==> src/rtl/plic_core_lite_if.sv <==
// Interrupt-line, configuration and claim/complete bundle for plic_core_lite.
// slave is the controller side, master is the driver (shim, core, bench).
interface plic_core_lite_if #(
    parameter int NUM_SOURCES = 32,
    parameter int PRIO_WIDTH  = 3,
    parameter int ID_WIDTH    = $clog2(NUM_SOURCES)
) ();
    logic [NUM_SOURCES-1:0] irq_src_i;
    logic                   cfg_valid_i;
    logic [1:0]             cfg_sel_i;
    logic [ID_WIDTH-1:0]    cfg_idx_i;
    logic [PRIO_WIDTH-1:0]  cfg_data_i;
    logic                   claim_req_i;
    logic                   claim_valid_o;
    logic [ID_WIDTH-1:0]    claim_id_o;
    logic                   complete_valid_i;
    logic [ID_WIDTH-1:0]    complete_id_i;
    logic                   ext_irq_o;
    logic [NUM_SOURCES-1:0] pending_o;

    modport slave (
        input  irq_src_i, cfg_valid_i, cfg_sel_i, cfg_idx_i, cfg_data_i,
               claim_req_i, complete_valid_i, complete_id_i,
        output claim_valid_o, claim_id_o, ext_irq_o, pending_o
    );

    modport master (
        output irq_src_i, cfg_valid_i, cfg_sel_i, cfg_idx_i, cfg_data_i,
               claim_req_i, complete_valid_i, complete_id_i,
        input  claim_valid_o, claim_id_o, ext_irq_o, pending_o
    );
endinterface

==> src/rtl/plic_core_lite.sv <==
// Single-hart PLIC: gateways, registered max-priority arbiter, claim/complete; edge mode under PLIC_EDGE_TRIGGER_EN.
// Latency: level line -> pending 1 clk, -> best 2 clks, -> ext_irq_o 3 clks; claim response 1 clk after request.
// No backpressure: config, claim and complete strobes are accepted every cycle.
module plic_core_lite #(
    parameter int NUM_SOURCES = 32,
    parameter int PRIO_WIDTH  = 3,
    parameter int ID_WIDTH    = $clog2(NUM_SOURCES)
) (
    input  logic             clock_i,
    input  logic             reset_i,
    plic_core_lite_if.slave  bus
);
    localparam logic [1:0] SEL_PRIO   = 2'd0;
    localparam logic [1:0] SEL_EN     = 2'd1;
    localparam logic [1:0] SEL_THRESH = 2'd2;
    localparam logic [1:0] SEL_EDGE   = 2'd3;

    logic [PRIO_WIDTH-1:0]  r_prio [NUM_SOURCES];
    logic [NUM_SOURCES-1:0] r_en;
    logic [NUM_SOURCES-1:0] r_pending;
    logic [NUM_SOURCES-1:0] r_in_service;
    logic [PRIO_WIDTH-1:0]  r_thresh;
    logic [ID_WIDTH-1:0]    r_best_id;
    logic [PRIO_WIDTH-1:0]  r_best_prio;
    logic                   r_claim_vld;
    logic [ID_WIDTH-1:0]    r_claim_id;
    logic                   r_ext_irq;

    logic                   w_idx_ok;
    logic                   w_claim_hit;
    logic [NUM_SOURCES-1:0] w_claim_mask;
    logic [NUM_SOURCES-1:0] w_done_mask;
    logic [NUM_SOURCES-1:0] w_set;
    logic [NUM_SOURCES-1:0] w_pending_nxt;
    logic [NUM_SOURCES-1:0] w_in_service_nxt;
    logic [NUM_SOURCES-1:0] w_arb_pend;
    logic [ID_WIDTH-1:0]    w_best_id;
    logic [PRIO_WIDTH-1:0]  w_best_prio;

`ifdef PLIC_EDGE_TRIGGER_EN
    logic [NUM_SOURCES-1:0] r_edge_mode;
    logic [NUM_SOURCES-1:0] r_irq_prev;
    logic [NUM_SOURCES-1:0] r_edge_q;
    logic [NUM_SOURCES-1:0] w_rise;
    logic [NUM_SOURCES-1:0] w_edge_q_nxt;
`endif

    assign w_idx_ok     = (bus.cfg_idx_i != '0) && (int'(bus.cfg_idx_i) < NUM_SOURCES);
    assign w_claim_hit  = bus.claim_req_i && (r_best_prio != '0);
    assign w_claim_mask = w_claim_hit ? (NUM_SOURCES'(1) << r_best_id) : '0;
    assign w_done_mask  = bus.complete_valid_i ?
                          ((NUM_SOURCES'(1) << bus.complete_id_i) & r_in_service) : '0;

    always_comb begin
        w_set = '0;
`ifdef PLIC_EDGE_TRIGGER_EN
        w_rise       = bus.irq_src_i & ~r_irq_prev;
        w_edge_q_nxt = r_edge_q;
        for (int i = 1; i < NUM_SOURCES; i++) begin
            if (r_edge_mode[i]) begin
                // Edges seen while busy collapse into one deferred request.
                if (!r_pending[i] && !r_in_service[i]) begin
                    if (w_rise[i] || r_edge_q[i]) begin
                        w_set[i]        = 1'b1;
                        w_edge_q_nxt[i] = 1'b0;
                    end
                end else if (w_rise[i]) begin
                    w_edge_q_nxt[i] = 1'b1;
                end
            end else begin
                w_set[i]        = bus.irq_src_i[i] && !r_pending[i] && !r_in_service[i];
                w_edge_q_nxt[i] = 1'b0;
            end
        end
        w_edge_q_nxt[0] = 1'b0;
`else
        w_set = bus.irq_src_i & ~r_pending & ~r_in_service;
`endif
        w_set[0] = 1'b0;
    end

    assign w_pending_nxt    = (r_pending | w_set) & ~w_claim_mask;
    assign w_in_service_nxt = (r_in_service & ~w_done_mask) | w_claim_mask;

    // A source claimed this cycle is hidden so a back-to-back claim never sees it again.
    assign w_arb_pend = r_pending & ~w_claim_mask & r_en;

    always_comb begin
        w_best_id   = '0;
        w_best_prio = '0;
        for (int i = 1; i < NUM_SOURCES; i++) begin
            if (w_arb_pend[i] && (r_prio[i] > w_best_prio)) begin
                w_best_prio = r_prio[i];
                w_best_id   = ID_WIDTH'(i);
            end
        end
    end

    always_ff @(posedge clock_i or posedge reset_i) begin
        if (reset_i) begin
            for (int i = 0; i < NUM_SOURCES; i++) begin
                r_prio[i] <= '0;
            end
            r_en     <= '0;
            r_thresh <= '0;
`ifdef PLIC_EDGE_TRIGGER_EN
            r_edge_mode <= '0;
`endif
        end else if (bus.cfg_valid_i) begin
            if (bus.cfg_sel_i == SEL_THRESH) begin
                r_thresh <= bus.cfg_data_i;
            end else if (w_idx_ok) begin
                if (bus.cfg_sel_i == SEL_PRIO) begin
                    r_prio[bus.cfg_idx_i] <= bus.cfg_data_i;
                end else if (bus.cfg_sel_i == SEL_EN) begin
                    r_en[bus.cfg_idx_i] <= bus.cfg_data_i[0];
                end
`ifdef PLIC_EDGE_TRIGGER_EN
                else if (bus.cfg_sel_i == SEL_EDGE) begin
                    r_edge_mode[bus.cfg_idx_i] <= bus.cfg_data_i[0];
                end
`endif
            end
        end
    end

    always_ff @(posedge clock_i or posedge reset_i) begin
        if (reset_i) begin
            r_pending    <= '0;
            r_in_service <= '0;
            r_best_id    <= '0;
            r_best_prio  <= '0;
            r_claim_vld  <= 1'b0;
            r_claim_id   <= '0;
            r_ext_irq    <= 1'b0;
`ifdef PLIC_EDGE_TRIGGER_EN
            r_irq_prev   <= '0;
            r_edge_q     <= '0;
`endif
        end else begin
            r_pending    <= w_pending_nxt;
            r_in_service <= w_in_service_nxt;
            r_best_id    <= w_best_id;
            r_best_prio  <= w_best_prio;
            r_ext_irq    <= (r_best_prio > r_thresh);
            r_claim_vld  <= bus.claim_req_i;
            if (bus.claim_req_i) begin
                r_claim_id <= w_claim_hit ? r_best_id : '0;
            end
`ifdef PLIC_EDGE_TRIGGER_EN
            r_irq_prev   <= bus.irq_src_i;
            r_edge_q     <= w_edge_q_nxt;
`endif
        end
    end

    assign bus.claim_valid_o = r_claim_vld;
    assign bus.claim_id_o    = r_claim_id;
    assign bus.ext_irq_o     = r_ext_irq;
    assign bus.pending_o     = r_pending;

    logic w_unused;
    assign w_unused = ^{SEL_PRIO, SEL_EN, SEL_EDGE};
endmodule

==> src/flat_wrapper.sv <==
// flat-port wrapper written by rule: the top's interface ports become plain ports
module plic_core_lite_flat 
#(
    parameter int NUM_SOURCES = 32,
    parameter int PRIO_WIDTH  = 3,
    parameter int ID_WIDTH    = $clog2(NUM_SOURCES)
)
  (clock_i, reset_i, bus_irq_src_i, bus_cfg_valid_i, bus_cfg_sel_i, bus_cfg_idx_i, bus_cfg_data_i, bus_claim_req_i, bus_complete_valid_i, bus_complete_id_i, bus_claim_valid_o, bus_claim_id_o, bus_ext_irq_o, bus_pending_o);
  plic_core_lite_if #(.NUM_SOURCES(NUM_SOURCES), .PRIO_WIDTH(PRIO_WIDTH), .ID_WIDTH(ID_WIDTH)) bus_i ();
  input  logic clock_i;
  input  logic reset_i;
  input wire logic [$bits(bus_i.irq_src_i)-1:0] bus_irq_src_i;
  input wire logic [$bits(bus_i.cfg_valid_i)-1:0] bus_cfg_valid_i;
  input wire logic [$bits(bus_i.cfg_sel_i)-1:0] bus_cfg_sel_i;
  input wire logic [$bits(bus_i.cfg_idx_i)-1:0] bus_cfg_idx_i;
  input wire logic [$bits(bus_i.cfg_data_i)-1:0] bus_cfg_data_i;
  input wire logic [$bits(bus_i.claim_req_i)-1:0] bus_claim_req_i;
  input wire logic [$bits(bus_i.complete_valid_i)-1:0] bus_complete_valid_i;
  input wire logic [$bits(bus_i.complete_id_i)-1:0] bus_complete_id_i;
  output wire logic [$bits(bus_i.claim_valid_o)-1:0] bus_claim_valid_o;
  output wire logic [$bits(bus_i.claim_id_o)-1:0] bus_claim_id_o;
  output wire logic [$bits(bus_i.ext_irq_o)-1:0] bus_ext_irq_o;
  output wire logic [$bits(bus_i.pending_o)-1:0] bus_pending_o;
  assign bus_i.irq_src_i = bus_irq_src_i;
  assign bus_i.cfg_valid_i = bus_cfg_valid_i;
  assign bus_i.cfg_sel_i = bus_cfg_sel_i;
  assign bus_i.cfg_idx_i = bus_cfg_idx_i;
  assign bus_i.cfg_data_i = bus_cfg_data_i;
  assign bus_i.claim_req_i = bus_claim_req_i;
  assign bus_i.complete_valid_i = bus_complete_valid_i;
  assign bus_i.complete_id_i = bus_complete_id_i;
  assign bus_claim_valid_o = bus_i.claim_valid_o;
  assign bus_claim_id_o = bus_i.claim_id_o;
  assign bus_ext_irq_o = bus_i.ext_irq_o;
  assign bus_pending_o = bus_i.pending_o;
  plic_core_lite #(.NUM_SOURCES(NUM_SOURCES), .PRIO_WIDTH(PRIO_WIDTH), .ID_WIDTH(ID_WIDTH)) u_core (.clock_i(clock_i), .reset_i(reset_i), .bus(bus_i));
endmodule
==> config.mk <==
export PLATFORM = sky130hd
export DESIGN_NAME = plic_core_lite_flat
export DESIGN_NICKNAME = d
export VERILOG_FILES = /design/src/rtl/plic_core_lite_if.sv /design/src/rtl/plic_core_lite.sv /design/src/flat_wrapper.sv
export SDC_FILE = /design/constraint.sdc
export NUM_CORES = 1
export LEC_CHECK = 0
export CAP_MARGIN = 20
export CELL_PAD_IN_SITES_DETAIL_PLACEMENT = 0
export CELL_PAD_IN_SITES_GLOBAL_PLACEMENT = 2
export CORE_ASPECT_RATIO = 0.6
export CORE_MARGIN = 2
export CORE_UTILIZATION = 32
export DETAILED_ROUTE_END_ITERATION = 10
export PLACE_DENSITY_LB_ADDON = 0.1
export SYNTH_ARGS = -nofsm -noshare
export SYNTH_HDL_FRONTEND = slang
export SYNTH_SLANG_ARGS = --single-unit
export TNS_END_PERCENT = 50
==> constraint.sdc <==
create_clock -name clock_i -period 111.9 [get_ports clock_i]
set_input_delay 22.38 -clock clock_i [delete_from_list [all_inputs] [get_ports clock_i]]
set_output_delay 22.38 -clock clock_i [all_outputs]
set_load 0.005 [all_outputs]
== Word level (Yosys, flattened, before mapping) ==
Index checks and enable logic that the tools add are counted.

* Register bits after elaboration: 210
* Output and inout port bits: 39

* $lt $le $gt $ge: 36
* Equal/unequal tests: 2
* Shift operators: 2
* Mux-type cells: 71
* Bitwise logic cells: 16
* Reduce and logical (&&, ||, !) cells: 40

{| class="wikitable"
|+ Operator list
! operator !! number
|-
| 32-bit AND || 7
|-
| 32-bit inverter || 4
|-
| 3-bit 2-to-1 mux || 36
|-
| 96-bit bitwise mux || 1
|-
| 3-bit > comparator || 31
|-
| 5-bit 2-to-1 mux || 17
|-
| 32-bit 2-to-1 mux || 2
|-
| 32-bit bitwise OR || 2
|-
| 1-bit by 5-bit << shifter with 32-bit output (first input constant) || 2
|-
| 1-bit logical AND || 34
|-
| 32-bit bitwise mux || 1
|-
| 4-bit 2-to-1 mux || 8
|-
| 3-bit demux with 5-bit select || 1
|-
| 6-bit >= comparator (second input constant) || 1
|-
| 5-bit by 6-bit less-than comparator with 1-bit output (second input constant) || 1
|-
| 6-bit by 1-bit less-than comparator with 1-bit output (second input constant) || 1
|-
| 5-bit inverter with 6-bit output || 1
|-
| 1-bit demux with 5-bit select || 1
|-
| 5-bit by 1-bit >= comparator with 1-bit output (second input constant) || 1
|-
| 5-bit AND reduction || 1
|-
| 5-bit nonzero test || 1
|-
| 2-bit 2-to-1 mux || 2
|-
| 4-bit AND reduction || 1
|-
| 3-bit by 1-bit > comparator with 1-bit output (second input constant) || 1
|-
| 7 further kinds || 9
|}

== Depth between registers and ports, before layout ==
Gate-level depths: netlist of the first run.

* Depth in word-level cells: 98
* Gate-level depth with buffers: 227
* Mapped depth without buffers: 226

== Least setup slack after synthesis of the first run ==
Ideal clock, no wire load.

* Path kind: input port to flip-flop
* Start point: in bus_claim_req_i
* End point: reg u_core.r_best_id[3]
* Arrival time: 59.418 ns
* Setup slack: 52.417 ns
* Cell stages on the path: 217
* Path buffers: 1
* Cells stage by stage: o31a_1 > buf_2 > and3_1 > nor2_1 > nand2_1 > ha_1 > and3_1 > a211oi_1 > nand3_1 > and2_1 > ha_1 > and3_1 > a21oi_1 > and2_1 > nor2_1 > a21oi_1 > ha_1 > nor2_1 > (+181 left out) > maj3_1 > a22o_1 > a22o_1 > a21oi_1 > inv_1 > ha_1 > a21oi_1 > maj3_1 > nand4_1 > o21ai_0 > ha_1 > nor2b_1 > o21ai_0 > a221oi_1 > inv_1 > nand2_1 > nor3_1 > nand2_1

* Longest elaborated chain between the ends: 97

{| class="wikitable"
|+ RTL lines
! item !! RTL line !! source
|-
| start: declaration || flat_wrapper.sv:17 || <nowiki>input wire logic [$bits(bus_i.claim_req_i)-1:0] bus_claim_req_i;</nowiki>
|-
| 1-bit logical AND * || plic_core_lite.sv:49 || <nowiki>assign w_claim_hit = bus.claim_req_i && (r_best_prio != '0);</nowiki>
|-
| 32-bit 2-to-1 mux * || plic_core_lite.sv:50 || <nowiki>assign w_claim_mask = w_claim_hit ? (NUM_SOURCES'(1) << r_best_id) : '0;</nowiki>
|-
| 32-bit inverter * || plic_core_lite.sv:86 || <nowiki>assign w_arb_pend = r_pending & ~w_claim_mask & r_en;</nowiki>
|-
| 32-bit AND * (2 in series) || plic_core_lite.sv:86 ||
|-
| 1-bit logical AND || plic_core_lite.sv:92 || <nowiki>if (w_arb_pend[i] && (r_prio[i] > w_best_prio)) begin</nowiki>
|-
| 3-bit 2-to-1 mux || plic_core_lite.sv:92 ||
|-
| 3-bit > comparator || plic_core_lite.sv:92 ||
|-
| 1-bit logical AND || plic_core_lite.sv:92 ||
|-
| (+81 left out) || - ||
|-
| 3-bit 2-to-1 mux || plic_core_lite.sv:92 ||
|-
| 3-bit > comparator || plic_core_lite.sv:92 ||
|-
| 1-bit logical AND || plic_core_lite.sv:92 ||
|-
| 3-bit 2-to-1 mux || plic_core_lite.sv:92 ||
|-
| 3-bit > comparator || plic_core_lite.sv:92 ||
|-
| 1-bit logical AND || plic_core_lite.sv:92 ||
|-
| 5-bit 2-to-1 mux * || plic_core_lite.sv:92 ||
|-
| named net u_core.w_best_id[3] || plic_core_lite.sv:37 || <nowiki>logic [ID_WIDTH-1:0] w_best_id;</nowiki>
|-
| end signal: assignment || plic_core_lite.sv:143 || <nowiki>r_best_id <= w_best_id;</nowiki>
|-
| end: declaration || plic_core_lite.sv:23 || <nowiki>logic [ID_WIDTH-1:0] r_best_id;</nowiki>
|}

Mark *: on every way through the listed nets, which the timed path passes. The rest lies on a longest branch.
A chain may end at the register's enable or synchronous reset.

== Worst setup path after layout of the first run ==
Same ends and word-level chain as after synthesis.

==> impl_metrics.yaml, run 1 <==
logic_synthesis:
  yosys.area_share.simple: 0.2118
  synth_top_family_by_area: "simple AND/OR/NAND/NOR gates"
  synth_warnings: 0
  synth_fp_nets: 1529
  synth_area_per_cell_um2: 8.915
  yosys.area_share.adder: 0.04844
  async_flop_share: 1.000
  synth_xor_area_frac: 0
  synth_mux_area_frac: 0.1090
  synth_compound_area_frac: 0.1909
  synth_area_um2: 12810
  synth.distinct_cells: 94
  seq_area_frac_synth: 0.4004
  yosys_most_used_dff: "dfrtp_1"
  synth_edf_count: 0
  synth_seq_cells: 205
  synth_cells: 1437
sta:
  worst_pin_slew_ns: 1.067
  slew_headroom: 0.2861
  finalSetupViolCount: 0
  slew_viol_final: 0
  finalHoldViolCount: 0
  fin_ws_ns: 44.24
  finalCritPeriodShare: 0.6047
  period_needed_ns: 67.66
  setup-tns-final_ns: 0
  max_freq_mhz: 14.78
  whs_ns: 0.4965
  fin_skew_ns: 0.008179
  rsz0062_at_grt: "no"
drt:
  top_layer: "met4"
  first_pass_iters: 5
  wirelength_um: 45560
  detail_route.wl_per_cell_um: 21.99
  met1_length_um: 25250
  viasPerCell: 5.388
  dr_wl_met2_um: 17220
  route.detailed.drc: 0
  vias: 11160
  ant_nets: 0
  wl_met3_um: 2528
  initialDrtViolationCount: 915
job:
  drv_cap: 0
setup_path:
  ff2ff_setup_slack_ns: 66.16
  rr_worst_depth: 219
  max_stage_delay_ns: 0.62
  rr_startpoint: "u_core.r_best_prio[1]"
  reg2reg_to: "u_core.r_best_id[3]"
  critPathLaunchType: "input pin"
  critical_path_class: "in -> reg"
  crit_slowest_cell: "clkdlybuf4s50_1"
  path_max_fanout: 21
  endpoint_kind: "flop"
  cpMostUsedCell: "nor2_1"
  required_ns: 112.36
  worstPathArrival_ns: 68.13
grt:
  grt_max_degree: 73
  grt_pass1_vias: 10440
  grt_use_total: 0.2143
  antenna_found_initial: 1
  grt_pass1_wl_um: 68230
  gr-total-overflow: 0
die:
  start_util: 0.3265
  die_h_um: 159.0
  core_um2: 39240
  io_pins: 91
  rows: 56
  die_area_um2: 41700
  fp.dieW_um: 262.3
cells_and_area:
  seq_area_um2: 5130
  drive_gt1_frac: 0.1471
  multi_input_area_um2: 7182
  fillers: 4031
  fin_nets: 1624
  syn2layout_area_growth_pct: 18.57
  final_cell_area_um2: 15190
  final_util: 0.3871
  diodes: 0
clocking:
  cts_resized: 0
  cts_sinks: 205
  tritoncts: "built"
  post-cts-setup-buffers: 0
  cts_made_buffers: 24
  clk_latency_ns: 0.53
  holdBufCountCts: 0
  clk_path_buf_depth: 3
  root_buffer: "clkbuf_16"
  clk_pin_slew_ns: 0.06
  cts.htree.levels: 1
min_path:
  hp-class: "reg -> reg"
  min_path_cells: 1
  hold_path_startpoint: "u_core.r_en[28]"
  min_to: "u_core.r_en[28]"
power_and_ir_drop:
  cellPowerDensity_nw_per_um2: 19.26
  ir_drop_v: 0.00001168
  p_leak_uw: 0.006681
status:
  status: "complete, no violations"
placement:
  globalplace.congestion: 0.8367
  port-buffer-count: 89
  dp_slack_ns: 44.23
  placed_area_um2: 14320
  post-dp-hpwl_um: 34570
-- worst max path at each step --
stage,start,endpoint,slack [ns],cells past startpoint
after floorplan,bus_claim_req_i,u_core.r_best_id[3],52.42,217
after global placement,bus_claim_req_i,u_core.r_best_id[1],43.81,217
after detailed placement,bus_claim_req_i,u_core.r_best_id[3],44.23,220
after CTS,bus_claim_req_i,u_core.r_best_id[3],44.58,219
after global routing,bus_claim_req_i,u_core.r_best_id[3],40.40,217
final,bus_claim_req_i,u_core.r_best_id[3],44.24,220
-- sequential cells by signal, summed over array words and instances, names as in the netlist --
name	cells
u_core.bus.claim_id_o	5
u_core.bus.claim_valid_o	1
u_core.bus.ext_irq_o	1
u_core.bus.pending_o	32
u_core.r_best_id	5
u_core.r_best_prio	3
u_core.r_en	31
u_core.r_in_service	31
u_core.r_prio	93
u_core.r_thresh	3
-- power breakdown --
part | leakage (µW) | switching, µW | internal [µW]
Combinational | 0.00369 | 65.0 | 44.5
Clock | 0.000419 | 33.5 | 51.5
Sequential | 0.00257 | 11.4 | 86.5
Total | 0.00668 | 110 | 183
-- synthesized netlist by cell type, drive strengths merged (13+ instances only) --
cell type / number / area, µm²
nor3: 17 / 90.09
and3: 37 / 231.5
and2: 33 / 206.5
clkbuf: 28 / 105.1
nand2b: 13 / 81.33
nor2: 114 / 430.4
a21oi: 110 / 550.5
o21ai: 92 / 464.2
nand2: 216 / 810.8
mux2: 121 / 1366
dfrtp: 205 / 5130
a31oi: 22 / 177.7
nand3: 46 / 245.2
ha: 40 / 500.5
inv: 96 / 360.4
nand4: 15 / 93.84
-- cells in the final DEF, fill, tap and decap left out, drive strengths merged, types with 13 or more instances in the layout --
cell type      Yosys  layout
nor3              17      17
and2              33      33
clkbuf            28      32
and3              37      37
nand4             15      15
clkdlybuf4s50      0      88
mux2             121     121
inv               96      96
o21ai             92      92
nand3             46      46
a21oi            110     110
dfrtp            205     205
nand2            216     216
a31oi             22      22
buf                7      16
nand2b            13      13
nor2             114     114
ha                40      40
-- kinds of logic (layout without fill, tap and decap cells) --
logic type	Yosys count	after routing
multiplexers	124	124
buffers and inverters	131	244
AND/OR/NAND/NOR	557	557
AO/OA/AOI/OAI	368	368
flip-flops	205	205
adder cells (fa/ha/maj)	52	52
-- per-stage QoR --
step	power, µW	instances
final	292.6	2072
after global routing	311.9	2072
after CTS	294.1	2071
after detailed placement	207.6	2027
after global placement	207.0	2027
after floorplan	168.0	1437
-- worst max-delay path, delay by kind of cell --
family                   cells  cell delay (ns)
adder cells (fa/ha/maj)     36            10.18
AND/OR/NAND/NOR             85            12.56
AO/OA/AOI/OAI               87            19.58
buffers and inverters        6             1.26
multiplexers                 6             2.12
-- final cells by class --
| cell class | instances | area share |
|---|---|---|
| Timing Repair Buffer | 104 | 0.06598 |
| Tap cell | 522 | 0.04300 |
| Clock inverter | 12 | 0.009390 |
| Multi-Input combinational cell | 1101 | 0.4728 |
| Sequential cell | 205 | 0.3377 |
| Clock buffer | 32 | 0.04687 |
| Inverter | 96 | 0.02422 |
-- per-layer routing --
layer / GRT usage / vias up
met5: 0 / -
li1: - / 5382
met2: 0.2775 / 277
met1: 0.3626 / 5475
met4: 0.02970 / 0
met3: 0.03774 / 30
(Power assumes the default switching activity.)
==> run 2, diff against run 1 <==
==> constraint.sdc (replaced) <==
create_clock -name clock_i -period 57.7 [get_ports clock_i]
set_input_delay 11.54 -clock clock_i [delete_from_list [all_inputs] [get_ports clock_i]]
set_output_delay 11.54 -clock clock_i [all_outputs]
set_load 0.005 [all_outputs]
==> run 2 against run 1 <==
Sequential power up 94%. First-iteration DRC count up 13%. Setup slack worse by 41 ns.
==> impl_metrics.yaml, run 2 (synthesized netlist as in run 1, its figures left out) <==
die:
  start_util: 0.3265
  fp.dieW_um: 262.3
  io_pins: 91
  die_area_um2: 41700
  rows: 56
  core_um2: 39240
  die_h_um: 159.0
setup_path:
  max_stage_delay_ns: 0.62
  required_ns: 58.11
  endpoint_kind: "flop"
  rr_worst_depth: 223
  path_max_fanout: 21
  critPathLaunchType: "input pin"
  worstPathArrival_ns: 54.74
  cpMostUsedCell: "nor2_1"
  critical_path_class: "in -> reg"
  crit_slowest_cell: "clkdlybuf4s50_1"
placement:
  port-buffer-count: 89
  post-dp-hpwl_um: 34390
  globalplace.congestion: 0.8348
  dp_cells: 2028
  dp_slack_ns: 1.166
  placed_area_um2: 14330
cells_and_area:
  final_cell_mix: "216 x nand2_1, 205 x dfrtp_1, 120 x mux2_2, 112 x nor2_1, 108 x a21oi_1"
  fin_nets: 1636
  drive_gt1_frac: 0.1565
  top_register: "u_core.r_prio"
  largest_register_ffs: 93
  final_cell_area_um2: 15240
  syn2layout_area_growth_pct: 18.99
  final_cells: 2082
  final_common_cell: "nand2_1"
sta:
  whs_ns: 0.4980
  period_needed_ns: 54.33
  worst_pin_slew_ns: 1.029
  finalHoldViolCount: 0
  max_freq_mhz: 18.41
  slew_headroom: 0.3113
  fin_skew_ns: 0.02763
  fin_ws_ns: 3.368
  finalSetupViolCount: 0
  finalCritPeriodShare: 0.9416
  slew_viol_final: 0
power_and_ir_drop:
  p_leak_uw: 0.006695
  ir_drop_v: 0.00002133
  cellPowerDensity_nw_per_um2: 36.36
  finalPower_uw: 554.2
clocking:
  clk_latency_ns: 0.55
  cts_made_buffers: 24
  root_buffer: "clkbuf_16"
  holdBufCountCts: 0
  clk_path_buf_depth: 3
  tritoncts: "built"
  cts_sinks: 205
  clk_pin_slew_ns: 0.06
  cts.htree.levels: 1
min_path:
  hp-class: "reg -> reg"
  min_path_cells: 1
drt:
  initialDrtViolationCount: 1036
  detail_route.wl_per_cell_um: 21.81
  first_pass_iters: 5
  viasPerCell: 5.388
  ant_nets: 0
  route.detailed.drc: 0
  vias: 11220
  wirelength_um: 45410
status:
  status: "complete, no violations"
grt:
  gr-total-overflow: 0
  grt_pass1_wl_um: 68120
  antenna_found_initial: 1
  grt_max_degree: 72
  grt_use_total: 0.2129
  grt_pass1_vias: 10410
job:
  drv_cap: 0
## run 2: cell count changes in the layout (fill, tap and decap cells not counted), moves of 2 or more
cell | before | now
a211oi_1 | 5 | 1
a211oi_2 | 1 | 4
a21oi_1 | 110 | 108
a21oi_2 | 0 | 2
buf_4 | 14 | 26
bufinv_16 | 3 | 0
clkbuf_1 | 1 | 10
clkinv_2 | 6 | 0
clkinvlp_4 | 3 | 0
o21ai_0 | 82 | 79
o21ai_2 | 1 | 4
## run 2: stage by stage
stage | TNS (ns) | utilization
after global placement | 0 | 0.3652
after global routing | -0.04687 | 0.3885
final | 0 | 0.3885
after floorplan | 0 | -
after CTS | 0 | 0.3839
after detailed placement | 0 | 0.3652
## run 2: critical path: cells and delay by family
family	cells	cell delay, ns
fa+ha+maj	36	9.81
compound gates	87	16.46
simple gates	86	12.93
buf+inv	9	1.82
mux	6	2.15
## run 2: repair_timing
item                       in CTS  in global routing
setup buffers                   0                 11
setup endpoints to repair       0                  8
gates resized for setup         0                 22
## run 2: worst paths after layout
kind	start	end	slack [ns]
worst max-delay path	bus_claim_req_i	u_core.r_best_id[3]	3.37
max in group asynchronous	reset_i	u_core.r_prio[25]	44.90
worst max register to register	u_core.r_best_prio[1]	u_core.r_best_id[3]	14.44
min in group asynchronous	reset_i	u_core.r_prio[84]	11.46
worst min-delay path	u_core.r_en[15]	u_core.r_en[15]	0.50
worst min register to register	u_core.r_en[15]	u_core.r_en[15]	0.50
## run 2: final cells by class
cell class                      instances  area, µm²
Inverter                               96      367.9
Antenna cell                            1      2.502
Clock buffer                           39      706.9
Sequential cell                       205       5130
Timing Repair Buffer                  116       1092
Fill cell                            4079      23990
Multi-Input combinational cell       1101       7266
Clock inverter                          2      25.02
Tap cell                              522      653.1
## run 2: routing by layer
layer  global-route usage  up-vias  wire length, µm
met5                    0        -                0
met3              0.03866       36             2441
met4              0.03487        0              678
met1               0.3568     5502            24940
li1                     -     5413                -
met2               0.2763      267            17350
## run 2: where the power goes
group	internal [µW]	total [µW]	leakage, µW	switching, µW
sequential	168	190	0.00257	22.2
combinational	89.4	218	0.00377	129
clock	83.4	146	0.000355	62.8
total	341	554	0.00669	214
==> run 3, diff against run 2 <==
--- a/config.mk
+++ b/config.mk
@@ -5,11 +5,12 @@
 export SDC_FILE = /design/constraint.sdc
 export NUM_CORES = 1
 export LEC_CHECK = 0
+export ABC_AREA = 1
 export CAP_MARGIN = 20
 export CELL_PAD_IN_SITES_DETAIL_PLACEMENT = 0
 export CELL_PAD_IN_SITES_GLOBAL_PLACEMENT = 2
 export CORE_ASPECT_RATIO = 0.6
-export CORE_MARGIN = 2
+export CORE_MARGIN = 3
 export CORE_UTILIZATION = 32
 export DETAILED_ROUTE_END_ITERATION = 10
 export PLACE_DENSITY_LB_ADDON = 0.1
==> run 3 against run 2 <==
Cell area fell by 0.30%. Synthesized cell count up 18%. Via count down 1.5%. Register-to-register slack improved by 7.1 ns.
==> impl_metrics.yaml, run 3 <==
job:
  drv_cap: 0
sta:
  whs_ns: 0.4852
  slew_viol_final: 0
  slew_headroom: 0.2947
  finalHoldViolCount: 0
  setup-tns-final_ns: 0
  rsz0062_at_grt: "no"
  max_freq_mhz: 21.08
  period_needed_ns: 47.45
  worst_pin_slew_ns: 1.052
  finalSetupViolCount: 0
  fin_skew_ns: 0.01496
  finalCritPeriodShare: 0.8223
cells_and_area:
  syn2layout_area_growth_pct: 18.59
  top_register: "u_core.r_prio"
  fillers: 4116
  final_cell_mix: "401 x nand2_1, 205 x dfrtp_1, 196 x o21ai_0, 179 x inv_1, 156 x nor2_1"
  final_util: 0.3866
  drive_gt1_frac: 0.1571
  largest_register_ffs: 93
  seq_area_um2: 5130
  multi_input_area_um2: 6745
  fin_nets: 1882
  final_cell_area_um2: 15200
  final_common_cell: "nand2_1"
die:
  fp.dieW_um: 264.4
  io_pins: 91
  start_util: 0.3260
  die_area_um2: 42560
  rows: 56
  core_um2: 39310
  die_h_um: 161.0
drt:
  route.detailed.drc: 0
  first_pass_iters: 5
  initialDrtViolationCount: 758
  detail_route.wl_per_cell_um: 18.17
  viasPerCell: 4.741
  vias: 11050
  ant_nets: 0
  wirelength_um: 42350
status:
  status: "complete, no violations"
setup_path:
  cpMostUsedCell: "nand3_2"
  required_ns: 58.13
  critPathLaunchType: "input pin"
  rr_worst_depth: 216
  worstPathArrival_ns: 47.88
  rr_startpoint: "u_core.r_best_prio[0]"
  path_max_fanout: 24
  max_stage_delay_ns: 0.78
  crit_slowest_cell: "nor3_1"
  ff2ff_setup_slack_ns: 21.56
  reg2reg_to: "u_core.r_best_prio[0]"
  endpoint_kind: "flop"
  critical_path_class: "in -> reg"
clocking:
  cts.htree.levels: 1
  root_buffer: "clkbuf_16"
  cts_resized: 0
  clk_pin_slew_ns: 0.06
  tritoncts: "built"
  holdBufCountCts: 0
  clk_latency_ns: 0.54
  post-cts-setup-buffers: 0
  cts_sinks: 205
  clk_path_buf_depth: 3
  cts_made_buffers: 24
grt:
  grt_pass1_vias: 10740
  grt_pass1_wl_um: 65390
  grt_max_degree: 86
  gr-total-overflow: 0
  grt_use_total: 0.1997
  antenna_found_initial: 1
logic_synthesis:
  yosys.area_share.simple: 0.3603
  synth_area_leaders: "dfrtp_1 40%, nand2_1 12%, o21ai_0 7.7%"
  async_flop_share: 1.000
  synth_top_family_by_area: "simple AND/OR/NAND/NOR gates"
  synth_mux_area_frac: 0
  synth_warnings: 0
  synth_top_area_cell: "dfrtp_1"
  synth.distinct_cells: 45
  synth.top_cells.by_count: "401 x nand2_1, 205 x dfrtp_1, 196 x o21ai_0"
  synth_fp_nets: 1789
  synth_top_area_frac: 0.4003
  synth_area_per_cell_um2: 7.551
  synth.most_common_cell: "nand2_1"
  synth_edf_count: 0
  yosys_most_used_dff: "dfrtp_1"
  yosys.area_share.adder: 0.03905
  synth_cells: 1697
  seq_area_frac_synth: 0.4003
  synth_compound_area_frac: 0.1270
  synth_area_um2: 12810
  synth_seq_cells: 205
  synth_xor_area_frac: 0
placement:
  port-buffer-count: 89
  placed_area_um2: 14300
  post-dp-hpwl_um: 31810
  globalplace.congestion: 0.8838
min_path:
  hp-class: "reg -> reg"
  hold_path_startpoint: "u_core.r_en[30]"
  min_to: "u_core.r_en[30]"
  min_path_cells: 2
power_and_ir_drop:
  ir_drop_v: 0.00002483
  cellPowerDensity_nw_per_um2: 35.41
  p_leak_uw: 0.007129
## run 3: cell count changes after synthesis, sizes merged, moves of 13 or more
cell    delta
mux2     -121
o21ai    +108
nor2      +44
nand2b    -13
or2       +18
nand3    +163
a21oi     -53
nand2    +274
and2      -32
and3      -37
inv      +116
## run 3: worst max path at each step
| stage | from | end | slack [ns] | cells past startpoint |
|---|---|---|---|---|
| global placement | bus_claim_req_i | u_core.r_best_prio[0] | 9.84 | 213 |
| global route | bus_claim_req_i | u_core.r_best_prio[1] | 6.42 | 214 |
| detailed placement | bus_claim_req_i | u_core.r_best_prio[1] | 9.74 | 213 |
| finish | bus_claim_req_i | u_core.r_best_prio[0] | 10.25 | 215 |
| CTS | bus_claim_req_i | u_core.r_best_prio[1] | 10.06 | 213 |
| floorplan | bus_claim_req_i | u_core.r_best_prio[0] | 16.12 | 222 |
## run 3: logic make-up after synthesis
kind of cell | count (synthesis)
adder cells (fa/ha/maj) | 40
flip-flops | 205
AO/OA/AOI/OAI | 296
buffers and inverters | 246
AND/OR/NAND/NOR | 910
## run 3: final cells by class
type | instances | area share
repair buffers | 97 | 0.06257
clock buffers | 30 | 0.04504
diodes | 1 | 0.0001647
well taps | 522 | 0.04298
inverters | 216 | 0.05401
multi-input cells | 1246 | 0.4438
clock inverters | 14 | 0.01383
flip-flops and latches | 205 | 0.3376
## run 3: critical path: cells and delay by family
family                     cells  cell delay (ns)
buffers and inverters          6             1.29
AOI/OAI and AO/OA             36             9.21
adders and majority gates     30             8.84
and+or+nand+nor              143            16.96
## run 3: where the power goes
group          switching [µW]  leakage [µW]  internal, µW
registers                16.0       0.00263           163
logic                     116       0.00407          67.4
clock network            69.1      0.000433           107
total                     201       0.00713           337
## run 3: metrics by stage
stage | setup slack [ns] | power (µW) | std cells
5_1_grt | 6.416 | 578.0 | 2331
6_report | 10.25 | 538.2 | 2331
4_1_cts | 10.06 | 543.8 | 2330
3_5_place_dp | 9.735 | 364.8 | 2286
2_1_floorplan | 16.12 | 313.0 | 1697
3_3_place_gp | 9.840 | 363.4 | 2286
## run 3: metal layers
| layer | global-route usage | vias to the layer above | share of wire |
|---|---|---|---|
| met5 | 0 | - | 0 |
| met4 | 0.02894 | 0 | 0.013 |
| met3 | 0.02847 | 37 | 0.044 |
| met2 | 0.2730 | 196 | 0.38 |
| met1 | 0.3308 | 5091 | 0.56 |
| li1 | - | 5728 | - |
